===== config.mk =====
export PLATFORM = sky130hd
export DESIGN_NAME = uart_echo_tester
export DESIGN_NICKNAME = d
export VERILOG_FILES = /design/src/rtl/uart_pkg.sv /design/src/rtl/uart_frame_rx.sv /design/src/rtl/uart_echo_tester.sv
export SDC_FILE = /design/constraint.sdc
export NUM_CORES = 1
export LEC_CHECK = 0
export ABC_AREA = 1
export CORE_MARGIN = 5
export CORE_UTILIZATION = 55
export DETAILED_ROUTE_END_ITERATION = 12
export PLACE_DENSITY = 0.74
export SYNTH_ARGS = -nofsm -noshare
export SYNTH_HDL_FRONTEND = slang
export SYNTH_SLANG_ARGS = --single-unit

===== constraint.sdc =====
create_clock -name clk -period 5.4 [get_ports clk]
set_clock_uncertainty 0.1 [all_clocks]
set_input_delay 1.08 -clock clk [delete_from_list [all_inputs] [get_ports clk]]
set_output_delay 1.08 -clock clk [all_outputs]
set_load 0.02 [all_outputs]

===== src/rtl/uart_pkg.sv =====
`default_nettype none
// ============================================================================
// Module      : uart_pkg
// Description : Shared types and constants for the UART echo tester: FSM and
//               receiver state encodings, 8N1 frame sizes, helper function.
// Revision    : 1.0 - initial release
// ============================================================================
package uart_pkg;

    localparam int DATA_BITS            = 8;
    localparam int FRAME_BITS           = 10;
    localparam int DEFAULT_CLKS_PER_BIT = 104;

    typedef enum logic [2:0] {
        ST_IDLE      = 3'd0,
        ST_SEND      = 3'd1,
        ST_WAIT_ECHO = 3'd2,
        ST_CHECK     = 3'd3,
        ST_DONE      = 3'd4
    } state_t;

    typedef enum logic [1:0] {
        RX_IDLE  = 2'd0,
        RX_START = 2'd1,
        RX_DATA  = 2'd2,
        RX_STOP  = 2'd3
    } rx_state_t;

    // Saturating add of a small increment to an 8-bit error counter.
    function automatic logic [7:0] sat_add8(input logic [7:0] a, input logic [1:0] inc);
        logic [8:0] s;
        s = {1'b0, a} + {7'd0, inc};
        return s[8] ? 8'hFF : s[7:0];
    endfunction

endpackage
`default_nettype wire


===== src/rtl/uart_frame_rx.sv =====
`default_nettype none
// ============================================================================
// Module      : uart_frame_rx
// Description : 8N1 UART receiver: 2-FF synchronizer, falling-edge start
//               detection with mid-bit glitch reject, mid-bit data/stop
//               sampling, one-cycle valid pulse with framing error flag.
// Revision    : 1.0 - initial release
// ============================================================================
module uart_frame_rx
    import uart_pkg::*;
#(
    parameter int CLKS_PER_BIT = DEFAULT_CLKS_PER_BIT
) (
    input  logic       clk,
    input  logic       rst,
    input  logic       rx_i,
    output logic       rx_valid_o,
    output logic [7:0] rx_byte_o,
    output logic       frame_err_o
);

    localparam int CW = $clog2(CLKS_PER_BIT + 1);
    localparam logic [CW-1:0] FULL_LAST = CW'(CLKS_PER_BIT - 1);
    localparam logic [CW-1:0] HALF_LAST = CW'(CLKS_PER_BIT / 2 - 1);

    logic            sync1_q, sync2_q, prev_q;
    rx_state_t       state_q, state_d;
    logic [CW-1:0]   cnt_q, cnt_d;
    logic [2:0]      bit_q, bit_d;
    logic [7:0]      shift_q, shift_d;
    logic            valid_q, valid_d;
    logic [7:0]      byte_q, byte_d;
    logic            ferr_q, ferr_d;

    // Synchronize the asynchronous line and keep one delayed copy for edge detect.
    always_ff @(posedge clk) begin
        if (rst) begin
            sync1_q <= 1'b1;
            sync2_q <= 1'b1;
            prev_q  <= 1'b1;
        end else begin
            sync1_q <= rx_i;
            sync2_q <= sync1_q;
            prev_q  <= sync2_q;
        end
    end

    // Receiver state register.
    always_ff @(posedge clk) begin
        if (rst) begin
            state_q <= RX_IDLE;
            cnt_q   <= '0;
            bit_q   <= '0;
            shift_q <= '0;
            valid_q <= 1'b0;
            byte_q  <= '0;
            ferr_q  <= 1'b0;
        end else begin
            state_q <= state_d;
            cnt_q   <= cnt_d;
            bit_q   <= bit_d;
            shift_q <= shift_d;
            valid_q <= valid_d;
            byte_q  <= byte_d;
            ferr_q  <= ferr_d;
        end
    end

    // Frame sequencing: start re-check at half bit, then one sample per bit.
    always_comb begin
        state_d = state_q;
        cnt_d   = cnt_q;
        bit_d   = bit_q;
        shift_d = shift_q;
        valid_d = 1'b0;
        byte_d  = byte_q;
        ferr_d  = ferr_q;
        case (state_q)
            RX_IDLE: begin
                if (prev_q && !sync2_q) begin
                    state_d = RX_START;
                    cnt_d   = '0;
                end
            end
            RX_START: begin
                if (cnt_q == HALF_LAST) begin
                    cnt_d = '0;
                    bit_d = '0;
                    // A line already high again at mid start bit was a glitch.
                    state_d = sync2_q ? RX_IDLE : RX_DATA;
                end else begin
                    cnt_d = cnt_q + 1'b1;
                end
            end
            RX_DATA: begin
                if (cnt_q == FULL_LAST) begin
                    cnt_d   = '0;
                    shift_d = {sync2_q, shift_q[7:1]};
                    if (bit_q == 3'(DATA_BITS - 1)) begin
                        state_d = RX_STOP;
                    end else begin
                        bit_d = bit_q + 1'b1;
                    end
                end else begin
                    cnt_d = cnt_q + 1'b1;
                end
            end
            RX_STOP: begin
                if (cnt_q == FULL_LAST) begin
                    cnt_d   = '0;
                    valid_d = 1'b1;
                    byte_d  = shift_q;
                    ferr_d  = !sync2_q;
                    state_d = RX_IDLE;
                end else begin
                    cnt_d = cnt_q + 1'b1;
                end
            end
            default: state_d = RX_IDLE;
        endcase
    end

    assign rx_valid_o  = valid_q;
    assign rx_byte_o   = byte_q;
    assign frame_err_o = ferr_q;

endmodule
`default_nettype wire


===== src/rtl/uart_echo_tester.sv =====
`default_nettype none
// ============================================================================
// Module      : uart_echo_tester
// Description : UART echo initiator: sends SEED, SEED+1, ... on tx, checks
//               each echo received on rx, reports pass/fail/timeout and a
//               saturating error count.
// Revision    : 1.0 - initial release
// ============================================================================
module uart_echo_tester
    import uart_pkg::*;
#(
    parameter int         CLKS_PER_BIT   = DEFAULT_CLKS_PER_BIT,
    parameter int         TIMEOUT_CYCLES = 20000,
    parameter logic [7:0] SEED           = 8'h41
) (
    input  logic       clk,
    input  logic       rst,
    input  logic       start,
    input  logic [7:0] num_bytes,
    input  logic       rx,
    output logic       tx,
    output logic       busy,
    output logic       pass,
    output logic       fail,
    output logic       timeout,
    output logic [7:0] err_count,
    output logic [7:0] last_sent,
    output logic [7:0] last_rcvd
);

    localparam int CW = $clog2(CLKS_PER_BIT + 1);
    localparam int TW = $clog2(TIMEOUT_CYCLES + 1);
    localparam logic [CW-1:0] BIT_LAST = CW'(CLKS_PER_BIT - 1);
    localparam logic [TW-1:0] TMO_LAST = TW'(TIMEOUT_CYCLES - 1);

    logic       rx_valid;
    logic [7:0] rx_byte;
    logic       rx_ferr;

    uart_frame_rx #(.CLKS_PER_BIT(CLKS_PER_BIT)) u_rx (
        .clk         (clk),
        .rst         (rst),
        .rx_i        (rx),
        .rx_valid_o  (rx_valid),
        .rx_byte_o   (rx_byte),
        .frame_err_o (rx_ferr)
    );

    state_t        state_q, state_d;
    logic          tx_q, tx_d;
    logic          busy_q, busy_d;
    logic          pass_q, pass_d;
    logic          fail_q, fail_d;
    logic          tmo_flag_q, tmo_flag_d;
    logic [7:0]    err_q, err_d;
    logic [7:0]    last_sent_q, last_sent_d;
    logic [7:0]    last_rcvd_q, last_rcvd_d;
    logic [7:0]    byte_q, byte_d;
    logic [7:0]    remain_q, remain_d;
    logic [7:0]    shift_q, shift_d;
    logic [3:0]    bit_q, bit_d;
    logic [CW-1:0] cnt_q, cnt_d;
    logic          active_q, active_d;
    logic [TW-1:0] tmo_q, tmo_d;
    logic          hold_valid_q, hold_valid_d;
    logic [7:0]    hold_byte_q, hold_byte_d;
    logic          hold_ferr_q, hold_ferr_d;
    logic [1:0]    err_inc;

    // State register for the FSM, serializer, checker and holding register.
    always_ff @(posedge clk) begin
        if (rst) begin
            state_q      <= ST_IDLE;
            tx_q         <= 1'b1;
            busy_q       <= 1'b0;
            pass_q       <= 1'b0;
            fail_q       <= 1'b0;
            tmo_flag_q   <= 1'b0;
            err_q        <= '0;
            last_sent_q  <= '0;
            last_rcvd_q  <= '0;
            byte_q       <= '0;
            remain_q     <= '0;
            shift_q      <= '0;
            bit_q        <= '0;
            cnt_q        <= '0;
            active_q     <= 1'b0;
            tmo_q        <= '0;
            hold_valid_q <= 1'b0;
            hold_byte_q  <= '0;
            hold_ferr_q  <= 1'b0;
        end else begin
            state_q      <= state_d;
            tx_q         <= tx_d;
            busy_q       <= busy_d;
            pass_q       <= pass_d;
            fail_q       <= fail_d;
            tmo_flag_q   <= tmo_flag_d;
            err_q        <= err_d;
            last_sent_q  <= last_sent_d;
            last_rcvd_q  <= last_rcvd_d;
            byte_q       <= byte_d;
            remain_q     <= remain_d;
            shift_q      <= shift_d;
            bit_q        <= bit_d;
            cnt_q        <= cnt_d;
            active_q     <= active_d;
            tmo_q        <= tmo_d;
            hold_valid_q <= hold_valid_d;
            hold_byte_q  <= hold_byte_d;
            hold_ferr_q  <= hold_ferr_d;
        end
    end

    // Next-state logic: run sequencing, bit serializer, echo check, frame holding.
    always_comb begin
        state_d      = state_q;
        tx_d         = tx_q;
        busy_d       = busy_q;
        pass_d       = pass_q;
        fail_d       = fail_q;
        tmo_flag_d   = tmo_flag_q;
        err_d        = err_q;
        last_sent_d  = last_sent_q;
        last_rcvd_d  = last_rcvd_q;
        byte_d       = byte_q;
        remain_d     = remain_q;
        shift_d      = shift_q;
        bit_d        = bit_q;
        cnt_d        = cnt_q;
        active_d     = active_q;
        tmo_d        = tmo_q;
        hold_valid_d = hold_valid_q;
        hold_byte_d  = hold_byte_q;
        hold_ferr_d  = hold_ferr_q;
        err_inc      = 2'd0;

        case (state_q)
            ST_IDLE: begin
                if (start) begin
                    remain_d     = num_bytes;
                    pass_d       = 1'b0;
                    fail_d       = 1'b0;
                    tmo_flag_d   = 1'b0;
                    err_d        = '0;
                    busy_d       = 1'b1;
                    byte_d       = SEED;
                    active_d     = 1'b0;
                    hold_valid_d = 1'b0;
                    state_d      = (num_bytes == 8'd0) ? ST_DONE : ST_SEND;
                end
            end
            ST_SEND: begin
                if (!active_q) begin
                    // First SEND cycle launches the start bit on the next edge.
                    active_d    = 1'b1;
                    tx_d        = 1'b0;
                    shift_d     = byte_q;
                    bit_d       = '0;
                    cnt_d       = '0;
                    last_sent_d = byte_q;
                end else if (cnt_q == BIT_LAST) begin
                    cnt_d = '0;
                    if (bit_q == 4'(FRAME_BITS - 1)) begin
                        active_d = 1'b0;
                        tmo_d    = '0;
                        state_d  = ST_WAIT_ECHO;
                    end else begin
                        bit_d = bit_q + 1'b1;
                        if (bit_q == 4'(DATA_BITS)) begin
                            tx_d = 1'b1;
                        end else begin
                            tx_d    = shift_q[0];
                            shift_d = {1'b0, shift_q[7:1]};
                        end
                    end
                end else begin
                    cnt_d = cnt_q + 1'b1;
                end
            end
            ST_WAIT_ECHO: begin
                if (hold_valid_q) begin
                    state_d = ST_CHECK;
                end else if (tmo_q == TMO_LAST) begin
                    tmo_flag_d = 1'b1;
                    fail_d     = 1'b1;
                    state_d    = ST_DONE;
                end else begin
                    tmo_d = tmo_q + 1'b1;
                end
            end
            ST_CHECK: begin
                if (hold_ferr_q || (hold_byte_q != byte_q)) begin
                    err_inc = err_inc + 2'd1;
                end
                if (remain_q > 8'd1) begin
                    remain_d = remain_q - 1'b1;
                    byte_d   = byte_q + 1'b1;
                    state_d  = ST_SEND;
                end else begin
                    state_d = ST_DONE;
                end
            end
            ST_DONE: begin
                busy_d  = 1'b0;
                pass_d  = (err_q == 8'd0) && !tmo_flag_q;
                fail_d  = !((err_q == 8'd0) && !tmo_flag_q);
                state_d = ST_IDLE;
            end
            default: state_d = ST_IDLE;
        endcase

        // CHECK consumes the held frame; a newer frame always wins the slot.
        if (state_q == ST_CHECK) begin
            hold_valid_d = 1'b0;
        end
        if (rx_valid) begin
            last_rcvd_d = rx_byte;
            if (state_q != ST_IDLE && state_q != ST_DONE) begin
                if (hold_valid_q && state_q != ST_CHECK) begin
                    err_inc = err_inc + 2'd1;
                end
                hold_valid_d = 1'b1;
                hold_byte_d  = rx_byte;
                hold_ferr_d  = rx_ferr;
            end
        end
        err_d = sat_add8(err_d, err_inc);
    end

    assign tx        = tx_q;
    assign busy      = busy_q;
    assign pass      = pass_q;
    assign fail      = fail_q;
    assign timeout   = tmo_flag_q;
    assign err_count = err_q;
    assign last_sent = last_sent_q;
    assign last_rcvd = last_rcvd_q;

endmodule
`default_nettype wire


==> run_results.csv, run 1 <==
group,metric,value,unit
routing,drt_pass1_iterations,5,
cells_and_area,n_fill_cell,934,
pwr,p_comb_frac,0.265,
setup_path,path_cells,"clkdlybuf4s50_1 -> nand3_1 -> nand2_1 -> inv_1 -> ha_1 -> inv_1 -> fa_1 -> inv_1 -> nand4_1 -> nor2_1 -> nand2_2 -> nand2_1 -> nor2_1 -> nor2_1",
clock_tree,htreeDepth,4,
clock_tree,cts_made_buffers,17,
pwr,p_per_area,428.3,nW/um^2
placement,post-place-ws,1823,ps
synth,synth_cell_types,46,
sta,fmax,310.6,MHz
routing,vias,5771,
setup_path,worstPathArrival,3470,ps
routing,wl_per_cell,13.44,um
grt,grt_pass1_wl,24.92,mm
grt,busiest_layer,"met2",
pwr,intPower,2049,uW
synth,synth_edf_count,0,
synth,syn_area_per_cell,6.950,sq um
setup_path,max_stage_delay,420,ps
pwr,finalPower,3105,uW
synth,syn_nets,916,
setup_path,crit_path_top_delay_cell,"clkdlybuf4s50_1",
grt,global_route.usage.met2,0.3897,
synth,synth-async-reset-ratio,0,
pwr,power_frac_clock,0.379,
grt,grt_pass1_vias,5520,
floorplanning,core-area,10940,sq um
cells_and_area,fin_nets,950,
clock_tree,root_buffer,"clkbuf_16",
synth,synth_top_area_frac,0.4078,
synth,yosysMostFrequentCell,"nand2_1",
placement,placed_cells,1045,
floorplanning,dieHeight,116.1,um
floorplanning,dieArea,13470,sq um
pwr,netSwitchingPower,1056,uW
routing,drtIter0Drc,518,
placement,io_buffers,40,
clock_tree,path_clk_slew,60,ps
synth,synthCells,890,
sta,max_slew_margin,0.4415,
cells_and_area,drive_gt1_frac,0.07150,
setup_path,endpoint_kind,"register",
clock_tree,tritoncts,"yes",
clock_tree,cts_hold_buf,0,
grt,antenna_found_initial,0,
synth,syn_area,6186,sq um
grt,grt_overflow,0,
status,status,"completed",
placement,gp_congestion,0.9124,
routing,wl,14.47,mm
routing,drc,0,
grt,track_usage,0.2288,
placement,dp.final_hpwl,9.728,mm
floorplanning,start_util,0.5657,
setup_path,crit_type,"in2reg",
routing,ant_nets,0,
setup_path,worstPathRequired,5650,ps
grt,use_met1,0.2700,
cells_and_area,fin_cells,1077,
synth,ys_top_cells_by_count,"nand2_1 (236), dfxtp_1 (126), nor2_1 (104)",
cells_and_area,diodes,0,
sta,hold_viol,0,
setup_path,cp_max_fo,16,
floorplanning,pin_count,41,
pwr,power.leakage,0.002820,uW
synth,ys_top_cells_by_area,"dfxtp_1 (41%), nand2_1 (14%), a21oi_1 (7.2%)",
sta,period_minus_slack,3219,ps
sta,finalSetupViolations,0,
pwr,power_frac_seq,0.356,
pwr,swShare,0.3401,
clock_tree,clock_latency,420,ps
clock_tree,cts_setup_buffers,0,
grt,grt_max_degree,82,
grt,use_met3,0.06580,
sta,holdWs,318.7,ps
synth,synth-seq-cells,126,
routing,avgViaCountPerCell,5.358,
sta,setup_tns,0,ps
setup_path,crit_family,"simple AND/OR/NAND/NOR gates",
synth,synth-main-ff-cell,"dfxtp_1",
cells_and_area,syn2layout_area_growth,17.19,%
sta,worstMarginPinSlew,837.8,ps
clock_tree,cts.repair.resized,0,
pwr,vdd_ir_drop_max,291.2,uV
clock_tree,cts.sinks,126,
synth,yosys_warnings,0,
job,maxCapViolations,0,
sta,rsz0062_at_grt,"false",
clock_tree,cts_buffer_depth,2,
hold_path,hp-class,"reg2reg",
synth,synth.yosys.seq_area_share,0.4078,
setup_path,critPathBufInv,4,
sta,worst_slack,2181,ps
floorplanning,die_w,116.1,um
setup_path,crit_path_start_kind,"primary input",
floorplanning,rows,38,
sta,period_share,0.5962,
sta,final-max-slew-violation-count,0,
synth,synth_area_leader_cell,"dfxtp_1",
==> final cells by class <==
type | instances | area [sq um] | area share
Multi-Input combinational cell | 652 | 3196 | 0.4408
Timing Repair Buffer | 42 | 410.4 | 0.05661
Clock inverter | 10 | 135.1 | 0.01864
Sequential cell | 126 | 2522 | 0.3479
Clock buffer | 22 | 484.2 | 0.06679
Inverter | 85 | 326.6 | 0.04505
Tap cell | 140 | 175.2 | 0.02416
==> path summary, 6_finish.rpt <==
kind	startpoint	end	slack, ps	cells past startpoint
max	start	err_count[7]	2180	14
min	u_rx.sync1_q	u_rx.sync2_q	320	1
max reg2reg	state_q[2]	err_count[7]	2340	15
min reg2reg	u_rx.sync1_q	u_rx.sync2_q	320	1
==> power by group through the flow <==
| stage | registers (uW) | logic [uW] | clock network (uW) |
|---|---|---|---|
| 2_1_floorplan | 1110 | 664 | 0 |
| 3_3_place_gp | 1120 | 805 | 0 |
| 3_5_place_dp | 1120 | 821 | 0 |
| 4_1_cts | 1100 | 826 | 1190 |
| 5_1_grt | 1120 | 939 | 1240 |
| 6_report | 1100 | 824 | 1180 |
==> kinds of logic after synthesis <==
family          count (synthesis)  synth area share
fa+ha+maj                      14           0.02953
mux                             3          0.004855
compound gates                148            0.1278
xor+xnor                       17           0.02407
flops                         126            0.4078
buf+inv                       112           0.07565
other cells                     2          0.001214
simple gates                  468            0.3291
==> state kept, by name, indices dropped and copies added (netlist names), 3 cells and up, named ones only <==
register	count
bit_q	4
byte_q	8
cnt_q	7
err_count	8
hold_byte_q	8
last_rcvd	8
last_sent	8
remain_q	8
shift_q	8
state_q	3
tmo_q	15
u_rx.bit_q	3
u_rx.cnt_q	7
u_rx.rx_byte_o	8
u_rx.shift_q	8
==> per-layer routing <==
layer | wire length (um) | share of wire
met2 | 7156 | 0.49
met5 | 0 | 0
met3 | 635 | 0.044
met1 | 6368 | 0.44
met4 | 310 | 0.021
==> through the flow <==
stage | utilization | instance area [sq um]
2_1_floorplan | - | 6186
3_3_place_gp | 0.6063 | 6630
3_5_place_dp | 0.6063 | 6630
4_1_cts | 0.6629 | 7249
5_1_grt | 0.6629 | 7249
6_report | 0.6629 | 7249
==> placed cells by master (no fill, tap or decap), drive strengths merged <==
master / netlist / routed
clkinvlp: 0 / 4
or2: 6 / 6
nand2: 242 / 242
clkbuf: 14 / 22
and2: 3 / 3
nor3: 15 / 15
nand3: 72 / 72
a21boi: 1 / 1
o21bai: 1 / 1
a211oi: 4 / 4
o31ai: 1 / 1
bufinv: 0 / 3
dfxtp: 126 / 126
nor2: 109 / 109
o22ai: 3 / 3
buf: 13 / 3
conb: 2 / 2
nor3b: 3 / 3
clkdlybuf4s50: 0 / 39
xor2: 12 / 12
a31oi: 2 / 2
nor4: 1 / 1
inv: 80 / 80
mux2i: 3 / 3
fa: 1 / 1
xnor2: 5 / 5
nand3b: 5 / 5
o21ai: 42 / 42
a21oi: 91 / 91
ha: 13 / 13
and3: 1 / 1
clkinv: 5 / 8
nand4: 11 / 11
a21o: 3 / 3
Note: power is estimated with default switching activity, not from simulation.
==> run 2, diff against run 1 <==
==> constraint.sdc (replaced) <==
create_clock -name clk -period 3.2 [get_ports clk]
set_clock_uncertainty 0.1 [all_clocks]
set_input_delay 0.64 -clock clk [delete_from_list [all_inputs] [get_ports clk]]
set_output_delay 0.64 -clock clk [all_outputs]
set_load 0.02 [all_outputs]
==> run 2 against run 1 <==
Effect of this change: combinational power increased by 74%; sequential power increased by 68%; global-route usage decreased by 0.87 points; first-iteration DRC count decreased by 20%; count of clock-buffer cells in the layout decreased by 2; die area unchanged; via count decreased by 0.12%; total power increased by 69%; clock power increased by 67%; non-clock buffer count increased by 4; sequential share of layout area decreased by 0.096 points; hold slack improved by 8.6 ps; critical endpoint unchanged; largest cell class unchanged; largest power group unchanged.
==> run_results.csv, run 2 (synthesis results as in run 1) <==
group,metric,value,unit
status,status,"completed",
floorplanning,dieHeight,116.1,um
cells_and_area,fin_nets,954,
floorplanning,start_util,0.5657,
floorplanning,dieArea,13470,sq um
cells_and_area,diodes,0,
sta,hold_viol,0,
pwr,power.leakage,0.002835,uW
clock_tree,tritoncts,"yes",
routing,drc,0,
sta,rsz0062_at_grt,"false",
placement,io_buffers,40,
clock_tree,cts_hold_buf,0,
cells_and_area,top_register,"tmo_q",
clock_tree,htreeDepth,4,
routing,drt_pass1_iterations,5,
routing,avgViaCountPerCell,5.337,
placement,gp_congestion,0.8765,
clock_tree,cts_buffer_depth,2,
routing,drtIter0Drc,413,
sta,holdWs,327.3,ps
sta,finalSetupViolations,0,
sta,final-max-slew-violation-count,0,
clock_tree,cts.sinks,126,
cells_and_area,n_fill_cell,978,
floorplanning,pin_count,41,
grt,grt_max_degree,81,
sta,worstMarginPinSlew,866.5,ps
cells_and_area,final_common_cell,"nand2_1",
sta,max_slew_margin,0.4223,
floorplanning,rows,38,
sta,period_share,0.8627,
clock_tree,cts_setup_buffers,0,
setup_path,worstPathArrival,3010,ps
routing,wl_per_cell,12.97,um
sta,fmax,362.2,MHz
setup_path,endpoint_kind,"register",
routing,ant_nets,0,
placement,dp.final_hpwl,9.939,mm
clock_tree,root_buffer,"clkbuf_16",
job,maxCapViolations,0,
cells_and_area,drive_gt1_frac,0.07234,
clock_tree,cts_made_buffers,17,
cells_and_area,final_cell_mix,"nand2_1 (236), dfxtp_1 (126), nor2_1 (104), a21oi_1 (89), inv_1 (75)",
grt,antenna_found_initial,0,
pwr,vdd_ir_drop_max,504.9,uV
clock_tree,cts.repair.resized,0,
setup_path,crit_type,"reg2reg",
cells_and_area,syn2layout_area_growth,17.52,%
clock_tree,clock_latency,410,ps
sta,period_minus_slack,2761,ps
grt,grt_pass1_vias,5374,
routing,vias,5764,
clock_tree,path_clk_slew,60,ps
floorplanning,core-area,10940,sq um
pwr,p_per_area,722.8,nW/um^2
setup_path,worstPathRequired,3450,ps
grt,track_usage,0.2201,
hold_path,hp-class,"reg2reg",
cells_and_area,largest_reg_flops,15,
floorplanning,die_w,116.1,um
grt,grt_overflow,0,
setup_path,cp_max_fo,10,
grt,grt_pass1_wl,23.88,mm
routing,wl,14.00,mm
sta,setup_tns,0,ps
setup_path,crit_path_start_kind,"register",
==> run 2: changes by cell type in the layout (fill, tap and decap cells not counted), sizes merged <==
| cell | before | now |
|---|---|---|
| clkinvlp | 4 | 2 |
| clkinv | 8 | 10 |
| clkbuf | 22 | 20 |
| bufinv | 3 | 4 |
| buf | 3 | 7 |
==> run 2: area by class of cell <==
cell class                      instances  area, sq um  area share
Multi-Input combinational cell        652         3201      0.4403
Clock buffer                           20        436.7     0.06007
Timing Repair Buffer                   46        440.4     0.06059
Clock inverter                         11        167.7     0.02306
Tap cell                              140        175.2     0.02410
Sequential cell                       126         2522      0.3470
Inverter                               85        326.6     0.04492
==> run 2: power by group <==
part           internal [uW]  switching, uW
Combinational            457            977
Clock                   1290            680
Sequential              1720            131
==> run 2: worst paths after layout <==
check                   from      endpoint  slack [ps]  depth (start not counted)
max          u_rx.rx_valid_o  err_count[7]         440                         14
min             u_rx.sync1_q  u_rx.sync2_q         330                          1
max reg2reg  u_rx.rx_valid_o  err_count[7]         440                         14
min reg2reg     u_rx.sync1_q  u_rx.sync2_q         330                          1
==> run 2: stage by stage <==
| stage | total power (uW) | setup slack, ps | utilization | cell area (sq um) | std cells |
|---|---|---|---|---|---|
| 3_3_place_gp | 3267 | 436.6 | 0.6090 | 6660 | 1049 |
| 6_report | 5255 | 439.3 | 0.6648 | 7269 | 1080 |
| 5_1_grt | 5569 | 93.04 | 0.6648 | 7269 | 1080 |
| 4_1_cts | 5276 | 376.4 | 0.6643 | 7264 | 1080 |
| 3_5_place_dp | 3304 | 410.2 | 0.6090 | 6660 | 1049 |
| 2_1_floorplan | 2998 | 751.6 | - | 6186 | 890 |
==> run 2: layer usage <==
layer / up-vias / GRT usage / share of wire
li1: 2972 / - / -
met1: 2638 / 0.2642 / 0.45
met2: 132 / 0.3744 / 0.49
met3: 22 / 0.05796 / 0.046
met4: 0 / 0.08971 / 0.019
met5: - / 0 / 0
==> run 2: worst max-delay path: stages, from the launching register on <==
cell      delay (ps)
dfxtp_1          480
clkinv_1         310
nor2_4           260
nand3_1           90
nand2_1           80
ha_1             180
inv_1             60
fa_1             380
inv_1            110
nand4_1          140
nor2_1           170
nand2_2          130
nand2_1           90
nor2_1            40
nor2_1            70
